`src/rtl/chunked_subtractor_pkg.sv`:
```
// Shared definitions for the chunked subtractor: FSM encoding, default widths, op codes.
package chunked_subtractor_pkg;

  localparam int unsigned DATA_WIDTH  = 64;
  localparam int unsigned CHUNK_WIDTH = 16;

  typedef enum logic [1:0] {
    IDLE = 2'd0,
    RUN  = 2'd1,
    DONE = 2'd2
  } state_t;

  localparam logic OP_SUB = 1'b0;
  localparam logic OP_ADD = 1'b1;

endpackage

```
`src/rtl/chunked_subtractor_adder.sv`:
```
// Combinational W-bit adder with carry-in/carry-out, shared across RUN cycles.
module chunk_adder #(
  parameter int unsigned W = 16
) (
  input  logic [W-1:0] x,
  input  logic [W-1:0] y,
  input  logic         cin,
  output logic [W-1:0] sum,
  output logic         cout
);

  always_comb begin
    {cout, sum} = {1'b0, x} + {1'b0, y} + (W+1)'(cin);
  end

endmodule

```
`src/rtl/chunked_subtractor.sv`:
```
// Multi-cycle a - b over N/W clocks with zero and signed-overflow flags.
// Optional add mode (op port) enabled by CHUNKED_SUBTRACTOR_ADD_MODE_EN.
module chunked_subtractor
  import chunked_subtractor_pkg::*;
#(
  parameter int unsigned N = DATA_WIDTH,
  parameter int unsigned W = CHUNK_WIDTH
) (
  input  logic         clk,
  input  logic         reset,
  input  logic         start,
`ifdef CHUNKED_SUBTRACTOR_ADD_MODE_EN
  input  logic         op,
`endif
  input  logic [N-1:0] a,
  input  logic [N-1:0] b,
  output logic         busy,
  output logic         done,
  output logic [N-1:0] result,
  output logic         zero,
  output logic         overflow
);

  localparam int unsigned NC = N / W;
  localparam int unsigned IW = (NC > 1) ? $clog2(NC) : 1;
  localparam logic [IW-1:0] LAST_IDX = IW'(NC - 1);

  generate
    if ((N % W) != 0) begin : g_bad_width
      $error("chunked_subtractor: N must be an integer multiple of W");
    end
  endgenerate

  state_t        state;
  logic [N-1:0]  a_q, b_q, work;
  logic [IW-1:0] idx;
  logic          carry;
  logic [W-1:0]  a_chunk, b_chunk, b_eff, sum;
  logic          cout;
  logic          sign_diff;
`ifdef CHUNKED_SUBTRACTOR_ADD_MODE_EN
  logic          op_q;
`endif

  always_comb begin
    a_chunk = '0;
    b_chunk = '0;
    for (int unsigned i = 0; i < NC; i++) begin
      if (idx == IW'(i)) begin
        a_chunk = a_q[i*W +: W];
        b_chunk = b_q[i*W +: W];
      end
    end
  end

`ifdef CHUNKED_SUBTRACTOR_ADD_MODE_EN
  assign b_eff = (op_q == OP_ADD) ? b_chunk : ~b_chunk;
`else
  assign b_eff = ~b_chunk;
`endif

  assign sign_diff = a_q[N-1] ^ b_q[N-1];

  chunk_adder #(.W(W)) u_chunk_adder (
    .x   (a_chunk),
    .y   (b_eff),
    .cin (carry),
    .sum (sum),
    .cout(cout)
  );

  always_ff @(posedge clk) begin
    if (reset) begin
      state    <= IDLE;
      a_q      <= '0;
      b_q      <= '0;
      work     <= '0;
      idx      <= '0;
      carry    <= 1'b0;
      busy     <= 1'b0;
      done     <= 1'b0;
      result   <= '0;
      zero     <= 1'b0;
      overflow <= 1'b0;
`ifdef CHUNKED_SUBTRACTOR_ADD_MODE_EN
      op_q     <= OP_SUB;
`endif
    end else begin
      done <= 1'b0;
      case (state)
        IDLE: begin
          if (start) begin
            a_q   <= a;
            b_q   <= b;
            idx   <= '0;
            busy  <= 1'b1;
            state <= RUN;
`ifdef CHUNKED_SUBTRACTOR_ADD_MODE_EN
            op_q  <= op;
            carry <= (op == OP_SUB);
`else
            carry <= 1'b1;
`endif
          end
        end
        RUN: begin
          for (int unsigned i = 0; i < NC; i++) begin
            if (idx == IW'(i)) work[i*W +: W] <= sum;
          end
          carry <= cout;
          if (idx == LAST_IDX) begin
            busy  <= 1'b0;
            state <= DONE;
          end else begin
            idx <= idx + IW'(1);
          end
        end
        DONE: begin
          result <= work;
          zero   <= ~|work;
          done   <= 1'b1;
          state  <= IDLE;
`ifdef CHUNKED_SUBTRACTOR_ADD_MODE_EN
          // Operand signs must differ for sub overflow, match for add overflow.
          overflow <= ((op_q == OP_ADD) ? ~sign_diff : sign_diff) && (work[N-1] != a_q[N-1]);
`else
          overflow <= sign_diff && (work[N-1] != a_q[N-1]);
`endif
        end
        default: state <= IDLE;
      endcase
    end
  end

endmodule

```
`config.mk`:
```
export PLATFORM = sky130hd
export DESIGN_NAME = chunked_subtractor
export DESIGN_NICKNAME = d
export VERILOG_FILES = /design/src/rtl/chunked_subtractor_pkg.sv /design/src/rtl/chunked_subtractor_adder.sv /design/src/rtl/chunked_subtractor.sv
export SDC_FILE = /design/constraint.sdc
export NUM_CORES = 1
export LEC_CHECK = 0
export ABC_AREA = 1
export ABC_CLOCK_PERIOD_IN_PS = 5860
export CORE_AREA = 3 3 164 166
export DETAILED_ROUTE_END_ITERATION = 6
export DIE_AREA = 0 0 167 169
export DONT_BUFFER_PORTS = 1
export GPL_ROUTABILITY_DRIVEN = 0
export PLACE_DENSITY = 0.62
export SYNTH_ARGS = -nofsm -noshare
export SYNTH_HDL_FRONTEND = slang
export SYNTH_SLANG_ARGS = --single-unit
```
`constraint.sdc`:
```
create_clock -name clk -period 5.86 [get_ports clk]
set_clock_uncertainty 0.05 [all_clocks]
set_input_delay 1.172 -clock clk [delete_from_list [all_inputs] [get_ports clk]]
set_output_delay 1.172 -clock clk [all_outputs]
set_load 0.01 [all_outputs]
```
After elaboration in Yosys (flattened, before gate mapping)
Index checks and enable logic that the tools add are counted.
Widths: inputs -> output; s select.

storage, ports and cells
  word-level logic and storage cells = 62
  input bits = 131
  bits in writable memories = 0
  output and inout bits = 68
  flip-flop bits (word level) = 265
  bits in read-only memories = 0
  bits in latches = 0
  memories = 0

cells by class
  div/mod/pow operators = 0
  multipliers = 0
  eq/ne operators = 9
  magnitude comparators = 0
  bitwise operators = 2
  shift operators = 0
  reduce and logical (&&, ||, !) cells = 15
  mux-type cells = 19
  add/sub/neg operators = 3

operators with widths
  operator             count
  $mux 16              8
  $reduce_or 64->1     1
  $add 16x16->17       1
  $add 17x1->17        1
  $not 16->16          1
  $reduce_and 2->1     7
  $mux 2               4
  $pmux 2 s2           2
  $eq 2x2->1 const B   3
  $ne 2x2->1 const B   3
  $reduce_and 3->1     2
  $eq 2x1->1 const B   2
  $logic_not 2->1      2
  $pmux 1 s2           2
  $mux 1               3
  $add 2x1->2 const B  1
  $reduce_bool 2->1    1
  $logic_and 1x1->1    1
  $logic_not 1->1      1
  $ne 1x1->1           1
  $xor 1x1->1          1

Logic depth before layout (Yosys ltp)
  depth after elaboration = 9
  depth in mapped cells = 23
  mapped depth without buffers = 22

Cells and area by module
Synthesis repeated with hierarchy kept, for this count alone.

unflattened totals
  cells, all modules = 1,549
  area total of the unflattened synthesis = 11,235.8 µm²

by module, submodules not included
  module              instances  area each (µm²)  sequential area each (µm²)  cells an instance
  chunked_subtractor  1          10,249.8         5,305.1                     1,365
  chunk_adder         1          985.9            0.0                         184

Worst setup path after synthesis
OpenSTA, ideal clock, no wires.

  kind = register -> register
  from = register idx[1]
  to = register work[8]
  stages on the path, launching flop included = 21
  data required time = 5,695 ps
  setup slack = 2,767 ps
  arrival time = 2,927 ps
  setup time = 115 ps
  path buffers = 2
  period minus slack after synthesis = 3,093 ps
  cell sequence = dfxtp_1 -> inv_1 -> ha_1 -> buf_2 -> inv_2 -> nand2_1 -> inv_2 -> buf_2 -> a22oi_1 -> o21ai_0 -> o21ai_0 -> fa_1 -> fa_1 -> inv_1 -> nand3_1 -> nand3_1 -> nand2_1 -> nand2_1 -> xor2_2 -> o21ai_0 -> inv_1

on the way
  word-level cells in the longest chain between the ends = 8
  elaborated cells on any way between the ends = 16
  those cells by class = 2 x add/sub; 3 x eq/ne; 8 x mux; 1 x bitwise; 2 x reduce/logical

ends and longest elaborated chain
  element                         RTL line                                             RTL
  start: declaration              chunked_subtractor.sv:36                             logic [IW-1:0] idx;
  start signal: assignment        chunked_subtractor.sv:115                            idx <= idx + IW'(1);
  $logic_not 2->1                 chunked_subtractor.sv:49, chunked_subtractor.sv:108
  $mux 16 (4 in a row)            chunked_subtractor.sv:49                             if (idx == IW'(i)) begin
  $not 16->16                     chunked_subtractor.sv:59                             assign b_eff = ~b_chunk;
  $add 16x16->17                  chunked_subtractor_adder.sv:13                       {cout, sum} = {1'b0, x} + {1'b0, y} + (W+1)'(cin);
  $add 17x1->17                   chunked_subtractor_adder.sv:13
  end signal: indexed assignment  chunked_subtractor.sv:108                            if (idx == IW'(i)) work[i*W +: W] <= sum;
  end: declaration                chunked_subtractor.sv:35                             logic [N-1:0] a_q, b_q, work;

Parallel ways exist; a longest one is shown, timed or not.
A chain may end at the register's enable or synchronous reset.

Worst setup path in the final report
  from = register idx[1]
  to = register work[4]

The elaborated chain is that of the path after synthesis.

==> flow_summary.yaml <==
run_status:
  outcome: "completed"
yosys:
  synth_area_leaders: "dfxtp_1, o21ai_0, nor2_1"
  synth_fp_nets: 1721
  yosysMostFrequentCell: "nor2_1"
  synth_area_leader_cell: "dfxtp_1"
  ys_types: 32
  ys_seq_area_frac: 0.4641
  synth_top_flop_cell: "dfxtp_1"
  syn-mean-instance-area_um2: 7.285
  postSynth.asyncResetShare: 0
  synth_top_area_share: 0.4641
  synth_edf_count: 0
  yosysWarnings: 0
  postSynthCellCount: 1569
  syn_area_um2: 11430
  synth-seq-cells: 265
  synthTopCellsByCount: "nor2_1, dfxtp_1, o21ai_0, inv_1, a21oi_1"
place:
  hpwl_mm: 22.54
  io_buffers: 0
  placed_cells: 1811
sta:
  drv_slew: 0
  setup-violations-final: 0
  finalCriticalPeriod_ns: 3.907
  fin_crit_sh: 0.6668
  slew_headroom: 0.3432
  tightest_slew_ns: 0.9852
  tns_ns: 0
  fmax_mhz: 255.9
  rsz0062_at_grt: "no"
  hold_viol: 0
power_and_ir_drop:
  power.total_uw: 4853
  power.leakage_uw: 0.005511
  p_per_area_nw_per_um2: 390.1
  vdd_ir_drop_max_mv: 0.2553
hold_path:
  hold_path_class: "register to register"
  hold_end: "b_q[56]$_SDFFE_PP0P_"
  whs_path_depth: 2
  min-delay-start: "b_q[56]$_SDFFE_PP0P_"
clock_network:
  cts_buffer_depth: 3
  cts-root-buf: "clkbuf_16"
  post_cts_buffers: 0
  ctsHoldBuffers: 0
  htree_levels: 1
  cts.sink_count: 265
  cts_tree: "built"
  numCtsBuffers: 28
  clock_latency_ns: 0.54
  clk_pin_slew_ns: 0.06
  cts_resized: 0
floorplan:
  start_util: 0.4436
  die_y_um: 169
  die_area_um2: 28220
  core_um2: 25760
  rows: 59
  die_w_um: 167
  ios: 199
critical_path:
  cpMaxStageDelayCell: "fa_1"
  cp_max_fo: 33
  cp-start-kind: "register"
  rr_endpoint: "work[4]$_SDFFE_PP0P_"
  path_cells: "inv_1, ha_1, buf_4, inv_2, nand2_1, inv_2, a22oi_1, o21ai_0, o21ai_0, fa_1, fa_1, inv_1, nand3_1, nand3_1, xor2_1, o21ai_0, inv_1"
  crit_required_ns: 6.30
  end_kind: "register"
  r2r_slack_ns: 1.95
  worst_ep_arrival_time_ns: 4.34
  crit_type: "register to register"
  cpPeakStageDelay_ns: 0.46
  rr_startpoint: "idx[1]$_SDFFE_PP0P_"
  reg2reg_depth: 17
routing:
  routedWlPerCell_um: 16.95
  wl_mm: 31.55
  drtIter0Drc: 806
  remaining_drc_errors: 0
  vias: 9804
  ant_nets: 0
  viasPerCell: 5.268
  drt_first_pass_iters: 5
final_layout:
  syn2layout_area_growth_pct: 8.845
  layout-drive-gt1-share: 0.04718
  fin_cells: 1861
  final_net_count: 1658
  insertedDiodeCount: 0
global_route:
  grt_usage: 0.2143
  grt_max_degree: 121
  overflow: 0
  grt_pass1_wl_mm: 49.18
  first_global_vias: 9020
  grt_antenna_before_repair: 0
job:
  max_cap_violations: 0
## placed cells by master, fill, tap and decap left out, types with 2 or more instances in the layout
cell type  instances
clkinv_2           5
nand3_1           52
nand2_1          136
inv_4              4
clkbuf_8           5
buf_4              6
fa_1               2
o211ai_1           6
dfxtp_1          265
nand2_2            2
o21ai_0          252
xor2_1             3
nand4_1           11
inv_2              8
o21ai_1           20
nor2_4             2
nor2_1           302
a22oi_1           31
ha_1              18
o21a_1            16
clkbuf_1           7
bufinv_16          4
nor2_8             3
inv_1            165
clkbuf_16         29
xor2_2             2
a21oi_1          156
nor3_1             7
## metrics by stage
step	cell area, um2	hold WS, ns	setup slack, ns	util
after floorplan	11430	0.3851	2.767	-
after global placement	11470	0.4096	2.123	0.4454
after detailed placement	11470	0.4159	1.970	0.4454
after CTS	12440	0.4287	1.957	0.4829
after global routing	12440	0.4456	1.557	0.4829
final	12440	0.4250	1.953	0.4829
## worst max-delay path by stage
| stage | depth (start not counted) | slack, ns | endpoint | start |
|---|---|---|---|---|
| finish | 17 | 1.95 | work[4]$_SDFFE_PP0P_ | idx[1]$_SDFFE_PP0P_ |
| global route | 19 | 1.56 | work[8]$_SDFFE_PP0P_ | idx[1]$_SDFFE_PP0P_ |
| CTS | 19 | 1.96 | work[8]$_SDFFE_PP0P_ | idx[1]$_SDFFE_PP0P_ |
| detailed placement | 19 | 1.97 | work[8]$_SDFFE_PP0P_ | idx[1]$_SDFFE_PP0P_ |
| global placement | 19 | 2.12 | work[8]$_SDFFE_PP0P_ | idx[1]$_SDFFE_PP0P_ |
| floorplan | 20 | 2.77 | work[8]$_SDFFE_PP0P_ | idx[1]$_SDFFE_PP0P_ |
## power breakdown
group          leakage, uW  internal (uW)  switching, uW  total, uW
Clock             0.000478           1140            709       1850
Combinational      0.00286            299            729       1030
Sequential         0.00217           1910           64.2       1980
Total              0.00551           3350           1500       4850
## sequential cells by signal (all words and copies together), names as in the netlist
signal    flops
a_q          64
idx           2
busy          1
zero          1
work         64
overflow      1
carry         1
state         2
done          1
b_q          64
result       64
## cell type report
class	count	area, um2
clock inverter	9	145.1
timing repair buffer	6	45.04
tap	335	419.2
sequential	265	5305
inverter	177	674.4
clock buffer	41	820.8
fill	2623	13320
multi-input combinational	1028	5031
## worst max-delay path, delay by kind of cell, from the launching register on
| family | cells | cell delay, ns |
|---|---|---|
| flip-flops | 1 | 0.36 |
| adder cells (fa/ha/maj) | 3 | 1.06 |
| XOR/XNOR | 1 | 0.38 |
| AND/OR/NAND/NOR | 3 | 0.31 |
| AO/OA/AOI/OAI | 4 | 0.62 |
| buffers and inverters | 6 | 1.06 |
## routing by layer
| metal | vias to the layer above | part of all wire | global-route usage |
|---|---|---|---|
| met2 | 306 | 0.44 | 0.3360 |
| li1 | 4986 | - | - |
| met3 | 63 | 0.056 | 0.03223 |
| met4 | 0 | 0.038 | 0.07640 |
| met5 | - | 0 | 0 |
| met1 | 4449 | 0.46 | 0.3020 |
## kinds of logic (layout without fill, tap and decap cells)
logic type,Yosys count,after routing,synth area share
buf+inv,276,233,0.09699
fa+ha+maj,21,21,0.02430
xor+xnor,6,6,0.005912
flops,265,265,0.4641
compound gates,485,485,0.2247
simple gates,516,516,0.1839
No activity file was read; power rests on OpenSTA's default activity.
